==> src/rtl/alu_exec.sv <==
// Execute-stage ALU: computes the data-processing result, owns NZCV, and holds
// one registered result behind a valid/ready handshake toward writeback.
module alu_exec #(
   parameter int unsigned DATA_W  = 32,
   parameter int unsigned ALUAW   = 4,
   parameter int unsigned FLAGS_W = 4
) (
   input  logic               clk,
   input  logic               reset,
   input  logic               in_valid,
   output logic               in_ready,
   input  logic [ALUAW-1:0]   alu_opcode,
   input  logic [FLAGS_W-1:0] should_set_cpsr,
   input  logic [DATA_W-1:0]  op_a,
   input  logic [DATA_W-1:0]  op_b,
   input  logic [3:0]         rd_in,
   input  logic               flush,
   input  logic               cpsr_load,
   input  logic [FLAGS_W-1:0] cpsr_load_data,
   output logic               out_valid,
   input  logic               out_ready,
   output logic [DATA_W-1:0]  result,
   output logic [3:0]         rd_out,
   output logic               rd_wr_en,
   output logic [FLAGS_W-1:0] flags
);

   localparam logic [ALUAW-1:0] OpAnd = ALUAW'(4'h0);
   localparam logic [ALUAW-1:0] OpEor = ALUAW'(4'h1);
   localparam logic [ALUAW-1:0] OpSub = ALUAW'(4'h2);
   localparam logic [ALUAW-1:0] OpRsb = ALUAW'(4'h3);
   localparam logic [ALUAW-1:0] OpAdd = ALUAW'(4'h4);
   localparam logic [ALUAW-1:0] OpAdc = ALUAW'(4'h5);
   localparam logic [ALUAW-1:0] OpSbc = ALUAW'(4'h6);
   localparam logic [ALUAW-1:0] OpRsc = ALUAW'(4'h7);
   localparam logic [ALUAW-1:0] OpTst = ALUAW'(4'h8);
   localparam logic [ALUAW-1:0] OpTeq = ALUAW'(4'h9);
   localparam logic [ALUAW-1:0] OpCmp = ALUAW'(4'hA);
   localparam logic [ALUAW-1:0] OpCmn = ALUAW'(4'hB);
   localparam logic [ALUAW-1:0] OpOrr = ALUAW'(4'hC);
   localparam logic [ALUAW-1:0] OpMov = ALUAW'(4'hD);
   localparam logic [ALUAW-1:0] OpBic = ALUAW'(4'hE);
   localparam logic [ALUAW-1:0] OpMvn = ALUAW'(4'hF);

   localparam int unsigned FlagN = 3;
   localparam int unsigned FlagZ = 2;
   localparam int unsigned FlagC = 1;
   localparam int unsigned FlagV = 0;

   logic               out_valid_q;
   logic [DATA_W-1:0]  result_q;
   logic [3:0]         rd_q;
   logic               wr_en_q;
   logic [FLAGS_W-1:0] flags_q, flags_d;

   logic               accept, consume;
   logic [DATA_W-1:0]  add_x, add_y, logic_res, alu_res;
   logic               add_cin, is_arith, alu_c, alu_v, wr_en_dec;
   logic [DATA_W:0]    sum;
   logic [FLAGS_W-1:0] alu_flags;

   assign in_ready = !flush && (!out_valid_q || out_ready);
   assign accept   = in_valid && in_ready;
   assign consume  = out_valid_q && out_ready;

   // Adder operand selection; subtracts use inverted inputs so C is not-borrow.
   always_comb begin
      add_x    = op_a;
      add_y    = op_b;
      add_cin  = 1'b0;
      is_arith = 1'b1;
      unique case (alu_opcode)
         OpSub, OpCmp: begin add_y = ~op_b; add_cin = 1'b1; end
         OpRsb:        begin add_x = op_b; add_y = ~op_a; add_cin = 1'b1; end
         OpAdd, OpCmn: ;
         OpAdc:        add_cin = flags_q[FlagC];
         OpSbc:        begin add_y = ~op_b; add_cin = flags_q[FlagC]; end
         OpRsc:        begin add_x = op_b; add_y = ~op_a; add_cin = flags_q[FlagC]; end
         default:      is_arith = 1'b0;
      endcase
   end

   assign sum = {1'b0, add_x} + {1'b0, add_y} + {{DATA_W{1'b0}}, add_cin};

   always_comb begin
      logic_res = '0;
      unique case (alu_opcode)
         OpAnd, OpTst: logic_res = op_a & op_b;
         OpEor, OpTeq: logic_res = op_a ^ op_b;
         OpOrr:        logic_res = op_a | op_b;
         OpMov:        logic_res = op_b;
         OpBic:        logic_res = op_a & ~op_b;
         OpMvn:        logic_res = ~op_b;
         default:      logic_res = '0;
      endcase
   end

   assign alu_res = is_arith ? sum[DATA_W-1:0] : logic_res;
   assign alu_c   = is_arith ? sum[DATA_W] : flags_q[FlagC];
   assign alu_v   = is_arith ? ((add_x[DATA_W-1] == add_y[DATA_W-1]) &&
                                (alu_res[DATA_W-1] != add_x[DATA_W-1]))
                             : flags_q[FlagV];
   assign wr_en_dec = !(alu_opcode inside {OpTst, OpTeq, OpCmp, OpCmn});

   always_comb begin
      alu_flags        = flags_q;
      alu_flags[FlagN] = alu_res[DATA_W-1];
      alu_flags[FlagZ] = (alu_res == '0);
      alu_flags[FlagC] = alu_c;
      alu_flags[FlagV] = alu_v;
   end

   // ALU-written bits win over an MSR load landing on the same edge.
   always_comb begin
      flags_d = flags_q;
      for (int i = 0; i < int'(FLAGS_W); i++) begin
         if (accept && should_set_cpsr[i]) begin
            flags_d[i] = alu_flags[i];
         end else if (cpsr_load) begin
            flags_d[i] = cpsr_load_data[i];
         end
      end
   end

   always_ff @(posedge clk or posedge reset) begin
      if (reset) begin
         out_valid_q <= 1'b0;
         result_q    <= '0;
         rd_q        <= '0;
         wr_en_q     <= 1'b0;
         flags_q     <= '0;
      end else begin
         flags_q <= flags_d;
         if (accept) begin
            out_valid_q <= 1'b1;
            result_q    <= alu_res;
            rd_q        <= rd_in;
            wr_en_q     <= wr_en_dec;
         end else if (flush || consume) begin
            out_valid_q <= 1'b0;
         end
      end
   end

   assign out_valid = out_valid_q;
   assign result    = result_q;
   assign rd_out    = rd_q;
   assign rd_wr_en  = wr_en_q;
   assign flags     = flags_q;

endmodule

==> config.mk <==
export PLATFORM = sky130hd
export DESIGN_NAME = alu_exec
export DESIGN_NICKNAME = d
export VERILOG_FILES = /design/src/rtl/alu_exec.sv
export SDC_FILE = /design/constraint.sdc
export NUM_CORES = 1
export LEC_CHECK = 0
export ABC_AREA = 1
export ABC_CLOCK_PERIOD_IN_PS = 3800
export CAP_MARGIN = 20
export CORE_ASPECT_RATIO = 1.25
export CORE_MARGIN = 10
export CORE_UTILIZATION = 48
export DETAILED_ROUTE_END_ITERATION = 8
export GPL_TIMING_DRIVEN = 1
export PLACE_DENSITY = 0.77
export SLEW_MARGIN = 20
export SYNTH_ARGS = -nofsm -noshare
export SYNTH_HDL_FRONTEND = slang
export SYNTH_SLANG_ARGS = --single-unit
export TNS_END_PERCENT = 20
==> constraint.sdc <==
create_clock -name clk -period 3.8 [get_ports clk]
set_input_delay 0.57 -clock clk [delete_from_list [all_inputs] [get_ports clk]]
set_output_delay 0.57 -clock clk [all_outputs]
set_load 0.02 [all_outputs]
==> flow_summary.rst, run 1 <==
.. list-table::
   :header-rows: 1

   * - Metric
     - Value
   * - Status
     - finished clean
   * - Buffers on Ports
     - 128
   * - Most repeated cell in the gate-level netlist after synthesis
     - sky130_fd_sc_hd__nand2_1
   * - Clock network fraction of design power
     - 13.9%
   * - Post-synthesis cell count
     - 1305
   * - Post-detailed-routing wire length
     - 27600 um
   * - Antenna diode count
     - 0
   * - H-Tree Level Count
     - 2
   * - Horizontal extent of the die
     - 130 um
   * - Cell area after synthesis
     - 0.00722 mm^2
   * - Post-synthesis area per instance
     - 5.53 um^2
   * - Pin count of the biggest net entering global routing
     - 50
   * - Prevailing post-synth register cell
     - sky130_fd_sc_hd__dfrtp_1
   * - Global Route Usage Sum
     - 26.7%
   * - Sequential fraction of the synthesis area
     - 14.6%
   * - Comb pwr share
     - 65.4%
   * - Reg power frac
     - 20.6%
   * - Worst endpoint data arrival time
     - 3770 ps
   * - Core area
     - 0.0149 mm^2
   * - Slew of the pin with the lowest slew margin
     - 771 ps
   * - CTS Buf Count
     - 5
   * - Fraction of layout instances using a drive strength above 1
     - 12.9%
   * - Biggest area consumer among synthesized cells
     - sky130_fd_sc_hd__nand2_1
   * - Number of placement rows
     - 50
   * - Sum of net half-perimeters after detailed placement
     - 22400 um
   * - Placed Instance Area
     - 0.00954 mm^2
   * - Power consumption
     - 2.88 mW
   * - Yosys top cell area share
     - 25.7%
   * - Setup Total Neg Slack
     - 0 ps
   * - Power per unit of standard cell area
     - 292 mW/mm^2
   * - Routed wire length per instance
     - 16.1 um
   * - CTS Hold Buffers Added
     - 0
   * - Final critical path time including I/O delays and setup
     - 3550 ps
   * - Nets in the synthesized netlist
     - 1456
   * - Top post-synthesis cells by area
     - sky130_fd_sc_hd__nand2_1, sky130_fd_sc_hd__dfrtp_1, sky130_fd_sc_hd__ha_1, sky130_fd_sc_hd__inv_1, sky130_fd_sc_hd__o21ai_0
   * - Final hold viol count
     - 0
   * - Number of global-route vias before repair
     - 9059
   * - Weighted congestion reported at the end of routability-driven placement
     - 1.02
   * - Most frequent CP cell
     - sky130_fd_sc_hd__nand2_1
   * - Most frequent cells after synthesis
     - sky130_fd_sc_hd__nand2_1, sky130_fd_sc_hd__inv_1, sky130_fd_sc_hd__nor2_1
   * - Crit Path Class
     - in -> reg
   * - Int Power
     - 1.61 mW
   * - Clock-pin slew of the registers on the worst-case setup and hold paths
     - 60 ps
   * - Worst-Skew Late Latency
     - 280 ps
   * - Highest cell delay on the worst timing path
     - 460 ps
   * - Count of fill cells added during filler insertion
     - 1417
   * - Post-route DRC
     - 0
   * - Via count normalized by instance count
     - 5.42
   * - Reported leakage power
     - 5.19 nW
   * - Wire length of the first global-routing pass
     - 44100 um
   * - Root buffer selected by CTS
     - sky130_fd_sc_hd__clkbuf_16
   * - Final worst-path cycle share
     - 93.5%
   * - Number of nets with antenna violations after detailed routing
     - 0
   * - Post-layout instance area
     - 0.00985 mm^2
   * - Number of vias in the routed layout
     - 9278
   * - Die Outline Area
     - 0.0204 mm^2
   * - Net switching component of the power
     - 1.27 mW
   * - Residual overflow from global routing
     - 0
   * - Worst hold path type
     - reg -> reg
   * - CP startpoint kind
     - primary input
   * - Worst-case clock buffer depth
     - 2
   * - TritonCTS clock tree
     - done
   * - Register bit total from synthesis
     - 42
   * - Max Clock Skew
     - 2.27 ps
   * - Highest attainable clock frequency
     - 0.282 GHz
   * - Element type at the critical path end
     - register
   * - Clk sinks
     - 42
   * - Count of endpoints failing setup in the final report
     - 0
   * - I/O pin count
     - 129
   * - Switching Fraction
     - 44.0%
   * - Required time of the critical path
     - 4020 ps
   * - Max-cap violations
     - 0
   * - Detailed-router iteration count before antenna repair
     - 7
   * - Detailed router's first-iteration violation count
     - 686
   * - Max Fanout on Critical Path
     - 14
   * - Nets
     - 1680
   * - Die span in y
     - 157 um
   * - Area growth from synthesis to layout
     - 36.5%
   * - Number of flops mapped to enable cells by yosys
     - 0
   * - Count of distinct cell types in the synthesized netlist
     - 41
   * - Number of antenna violations at the first check in global routing
     - 0
   * - Initial cell density of the core
     - 48.5%
   * - Total number of yosys warnings
     - 0
   * - Cell with the biggest individual delay on the critical path
     - sky130_fd_sc_hd__clkdlybuf4s50_1
   * - Cell chain of the critical path
     - clkdlybuf4s50_1, nand2_4, inv_1, nor2_4, nor2_4, inv_2, clkbuf_16, o221ai_1, ha_1, buf_4, nand2_1, nor2_1, and2_1, nand4_1, nand4_1, nand3_1, nand2_1, nand2_1, inv_1, nand2_1, nor2_1, nand3_1, nand2_1
   * - Max_slew headroom
     - 48.6%
   * - Final count of pins violating max slew
     - 0
   * - Proportion of register bits with asynchronous set or reset after synthesis
     - 100%
   * - Peak supply drop
     - 231 uV
## metrics by stage
step | utilization (%) | hold slack (ps) | setup slack [ps] | instances
6_report | 66.2 | 477 | 248 | 1711
5_1_grt | 66.2 | 502 | -19.9 | 1711
4_1_cts | 65.0 | 480 | 192 | 1708
3_5_place_dp | 64.1 | 464 | -62.9 | 1701
3_3_place_gp | 64.1 | 462 | -35.2 | 1701
2_1_floorplan | - | 591 | 417 | 1305
## worst max-delay path, delay by kind of cell
family / cells / cell delay (ps)
simple gates: 15 / 1690
compound gates: 1 / 120
fa+ha+maj: 1 / 340
buf+inv: 6 / 1070
## power groups by stage
stage | Combinational (mW) | Sequential [mW] | Clock, mW
final | 1.88 | 0.594 | 0.400
after global routing | 2.08 | 0.603 | 0.430
after detailed placement | 1.82 | 0.600 | 0
after global placement | 1.80 | 0.600 | 0
after floorplan | 0.859 | 0.713 | 0
after CTS | 1.84 | 0.595 | 0.408
## layer usage
layer | part of all wire, % | global-route usage (%)
met5 | 0 | 0
met4 | 8.0 | 19.4
met3 | 5.6 | 3.06
met2 | 50 | 48.8
met1 | 36 | 27.4
## logic make-up (layout without fill, tap and decap cells)
group / Yosys count / count (layout) / synth area share [%]
simple gates: 734 / 734 / 41.9
buf+inv: 239 / 463 / 13.4
compound gates: 216 / 216 / 17.5
fa+ha+maj: 65 / 65 / 11.5
flops: 42 / 42 / 14.6
xor+xnor: 6 / 6 / 0.728
mux: 3 / 3 / 0.451
## flip-flops by register name, indices dropped and copies added (netlist names)
| register | count |
|---|---|
| rd_out | 4 |
| out_valid | 1 |
| rd_wr_en | 1 |
| flags | 4 |
| result | 32 |
## cell type report
cell class	count	area, um^2	share of cell area (%)
flip-flops and latches	42	1050	10.7
clock buffers	5	125	1.27
multi-input cells	1024	5330	54.1
clock inverters	2	10.0	0.102
well taps	182	228	2.31
inverters	197	739	7.51
repair buffers	259	2360	24.0
## worst paths after layout
path,startpoint,endpoint,slack [ps],cells after the start
worst max-delay path,alu_opcode[2],flags[2],250,23
worst min-delay path,result[13],result[13],480,2
worst max register to register,flags[1],flags[2],870,20
worst min register to register,result[13],result[13],480,2
max in group asynchronous,reset,rd_wr_en,2720,3
min in group asynchronous,reset,out_valid,720,3
## cells in the final DEF, fill, tap and decap left out, types with 6 or more instances in the layout
cell type                         count
sky130_fd_sc_hd__nor2_2              10
sky130_fd_sc_hd__inv_1              186
sky130_fd_sc_hd__xor2_1               6
sky130_fd_sc_hd__clkdlybuf4s50_1    125
sky130_fd_sc_hd__nand3_1             67
sky130_fd_sc_hd__a211oi_1             6
sky130_fd_sc_hd__nand4_1             23
sky130_fd_sc_hd__o221ai_1            32
sky130_fd_sc_hd__buf_4              122
sky130_fd_sc_hd__nand3b_1            11
sky130_fd_sc_hd__nor3_1               8
sky130_fd_sc_hd__inv_2               10
sky130_fd_sc_hd__ha_1                63
sky130_fd_sc_hd__a21oi_1             57
sky130_fd_sc_hd__nand2_2              8
sky130_fd_sc_hd__nand2_1            491
sky130_fd_sc_hd__a21oi_2              8
sky130_fd_sc_hd__dfrtp_1             42
sky130_fd_sc_hd__o21ai_1             13
sky130_fd_sc_hd__o211ai_1             9
sky130_fd_sc_hd__clkbuf_16            6
sky130_fd_sc_hd__nor2_1              96
sky130_fd_sc_hd__o21ai_0             82
sky130_fd_sc_hd__nor2_4               6
## timing repair
item	CTS	global route
resized for setup	0	47
setup buffers	0	2
endpoints found under the setup margin	0	8
No activity file was read; power rests on OpenSTA's default activity.
==> inputs of run 2 (changes only) <==
Settings changed: GPL_ROUTABILITY_DRIVEN from default to 1.
==> results of run 2 <==
No change in the layout: final DEF, timing and power equal those of run 1.
==> inputs of run 3 (changes only) <==
Settings changed: ABC_CLOCK_PERIOD_IN_PS 3800 to 3300.
Clock period 3.8 ns to 3.3 ns, I/O delays scaled along.
==> run 3 against run 2 <==
  * Clock power grew 42%
  * Clock skew hardly changed
  * Critical path depth shrank 2
  * Final cell count is 3.2% higher
  * Design area increased by 4.7%
  * Critical path type unchanged
==> flow_summary.rst, run 3 (same netlist as run 1, synthesis figures left out) <==
.. list-table::
   :header-rows: 1

   * - Metric
     - Value
   * - Status
     - finished clean (unchanged)
   * - Max_slew headroom
     - 64.2% (was 48.6%)
   * - Cell chain of the critical path
     - clkdlybuf4s50_1, o21ai_0, a21oi_1, fa_2, inv_2, fa_2, nand2_2, inv_1, nand2_1, nand2_2, nand3_2, nand3_2, nand3b_1, nand3_1, nand2_1, nor2_1, nor2_2, nand2_1, nor2_1, nand3_1, nand2_1 (was clkdlybuf4s50_1, nand2_4, inv_1, nor2_4, nor2_4, inv_2, clkbuf_16, o221ai_1, ha_1, buf_4, nand2_1, nor2_1, and2_1, nand4_1, nand4_1, nand3_1, nand2_1, nand2_1, inv_1, nand2_1, nor2_1, nand3_1, nand2_1)
   * - Max Clock Skew
     - 2.50 ps (was 2.27 ps)
   * - CTS Buf Count
     - 5 (unchanged)
   * - Residual overflow from global routing
     - 0 (unchanged)
   * - Initial cell density of the core
     - 48.5% (unchanged)
   * - Via count normalized by instance count
     - 5.39 (was 5.42)
   * - Fraction of layout instances using a drive strength above 1
     - 17.5% (was 12.9%)
   * - Setup Total Neg Slack
     - 0 ps (unchanged)
   * - WL met2
     - 14300 um (was 14000 um)
   * - Core area
     - 0.0149 mm^2 (unchanged)
   * - Worst-Skew Late Latency
     - 280 ps (about the same)
   * - I/O pin count
     - 129 (unchanged)
   * - Required time of the critical path
     - 3520 ps (was 4020 ps)
   * - Number of nets with antenna violations after detailed routing
     - 0 (unchanged)
   * - Post-detailed-routing wire length
     - 28400 um (was 27600 um)
   * - Power per unit of standard cell area
     - 344 mW/mm^2 (was 292 mW/mm^2)
   * - Peak supply drop
     - 251 uV (was 231 uV)
   * - Clock-pin slew of the registers on the worst-case setup and hold paths
     - 60 ps (about the same)
   * - Element type at the critical path end
     - register (unchanged)
   * - Number of cells in the finished layout apart from fillers
     - 1766 (was 1711)
   * - Most frequent cells in the layout
     - sky130_fd_sc_hd__nand2_1, sky130_fd_sc_hd__inv_1, sky130_fd_sc_hd__buf_4 (was sky130_fd_sc_hd__nand2_1, sky130_fd_sc_hd__inv_1, sky130_fd_sc_hd__clkdlybuf4s50_1)
   * - Die Outline Area
     - 0.0204 mm^2 (unchanged)
   * - Pin count of the biggest net entering global routing
     - 50 (unchanged)
   * - Final design utilization
     - 69.3% (was 66.2%)
   * - Worst hold path type
     - reg -> reg (unchanged)
   * - Final count of pins violating max slew
     - 0 (unchanged)
   * - Slew of the pin with the lowest slew margin
     - 537 ps (was 771 ps)
   * - Die span in y
     - 157 um (unchanged)
   * - Cell with the biggest individual delay on the critical path
     - sky130_fd_sc_hd__clkdlybuf4s50_1 (unchanged)
   * - Routed wire length per instance
     - 16.1 um (about the same)
   * - Nets
     - 1735 (was 1680)
   * - Root buffer selected by CTS
     - sky130_fd_sc_hd__clkbuf_16 (unchanged)
   * - Count of endpoints failing setup in the final report
     - 0 (unchanged)
   * - Max Fanout on Critical Path
     - 3 (was 14)
   * - Number of global-route vias before repair
     - 9160 (was 9059)
   * - Detailed router's first-iteration violation count
     - 734 (was 686)
   * - Global Route Usage Sum
     - 27.0% (was 26.7%)
   * - Clk sinks
     - 42 (unchanged)
   * - Post-route DRC
     - 0 (unchanged)
   * - TritonCTS clock tree
     - done (unchanged)
   * - Worst endpoint data arrival time
     - 3340 ps (was 3770 ps)
   * - Fin Hold WS
     - 478 ps (was 477 ps)
   * - Flip-flop count of the largest register after layout
     - 32 (unchanged)
   * - CTS Hold Buffers Added
     - 0 (unchanged)
   * - Buffers on Ports
     - 128 (unchanged)
   * - Wire length of the first global-routing pass
     - 44200 um (was 44100 um)
   * - Final worst-path cycle share
     - 94.5%
   * - Max-cap violations
     - 0 (unchanged)
   * - Pre-CTS setup slack
     - -557 ps (was -62.9 ps)
   * - H-Tree Level Count
     - 2 (unchanged)
   * - Reported leakage power
     - 5.45 nW (was 5.19 nW)
   * - Sum of net half-perimeters after detailed placement
     - 22900 um (was 22400 um)
   * - Number of vias in the routed layout
     - 9511 (was 9278)
   * - Highest cell delay on the worst timing path
     - 530 ps (was 460 ps)
   * - Max layer used
     - met4 (unchanged)
   * - Commonest non-fill, non-tap cell in the layout
     - sky130_fd_sc_hd__nand2_1 (unchanged)
   * - Final setup margin
     - 183 ps (was 248 ps)
   * - Placed cell count
     - 1749 (was 1701)
   * - CP startpoint kind
     - primary input (unchanged)
   * - RSZ-0062 raised after global routing
     - false
   * - Antenna diode count
     - 0 (unchanged)
   * - Highest attainable clock frequency
     - 0.321 GHz
   * - Weighted congestion reported at the end of routability-driven placement
     - 0.994 (was 1.02)
   * - Area growth from synthesis to layout
     - 43.0% (was 36.5%)
   * - Final critical path time including I/O delays and setup
     - 3120 ps
   * - Detailed-router iteration count before antenna repair
     - 5 (was 7)
   * - Most frequent CP cell
     - sky130_fd_sc_hd__nand2_1 (unchanged)
   * - Wire length on met3
     - 1550 um (was 1540 um)
   * - Final hold viol count
     - 0 (unchanged)
   * - Horizontal extent of the die
     - 130 um (unchanged)
   * - Worst-case clock buffer depth
     - 2 (unchanged)
   * - Number of antenna violations at the first check in global routing
     - 0 (unchanged)
   * - Crit Path Class
     - in -> reg (unchanged)
   * - Met1 Wirelength
     - 10100 um (was 9930 um)
   * - Number of placement rows
     - 50 (unchanged)
[run 3: repair_timing]
action / in CTS / in global routing
gates resized for setup: 14 / 62
pin swaps: 3 / 21
endpoints found under the setup margin: 17 / 21
cloned: 0 / 1
buffers inserted: 1 / 8
[run 3: per-stage QoR]
stage	area (um^2)	power, mW
2_1_floorplan	7220	1.81
3_3_place_gp	9900	2.84
3_5_place_dp	9900	2.87
4_1_cts	10100	3.47
5_1_grt	10300	3.82
6_report	10300	3.55
[run 3: critical path, delay by kind of cell]
| family | cells | cell delay [ps] |
|---|---|---|
| adder cells (fa/ha/maj) | 2 | 630 |
| AO/OA/AOI/OAI | 2 | 290 |
| buffers and inverters | 3 | 640 |
| AND/OR/NAND/NOR | 14 | 1290 |
[run 3: cell type report]
class                      count  area, um^2
fill                        1368        4570
timing repair buffer         314        2760
sequential                    42        1050
inverter                     197         739
clock buffer                   6         139
multi-input combinational   1024        5370
tap                          182         228
clock inverter                 1        30.0
[run 3: per-layer routing]
| metal | vias up | GRT usage (%) |
|---|---|---|
| met4 | 0 | 22.6 |
| met3 | 128 | 3.16 |
| met1 | 4262 | 27.2 |
| met2 | 352 | 48.6 |
| li1 | 4769 | - |
| met5 | - | 0 |
[run 3: where the power goes]
part           switching (mW)  internal (mW)  leakage (nW)
Combinational            1.26           1.04          4.85
Sequential             0.0631          0.623         0.519
Clock                   0.195          0.373        0.0829
Total                    1.52           2.04          5.45
[run 3: path summary, 6_finish.rpt]
check	slack [ps]	start	end	depth (start not counted)
max	180	op_a[0]	flags[2]	21
min	480	rd_out[0]	rd_out[0]	2
max reg2reg	390	flags[1]	flags[2]	20
min reg2reg	480	rd_out[0]	rd_out[0]	2
max in group asynchronous	2280	reset	result[24]	3
min in group asynchronous	650	reset	result[2]	3
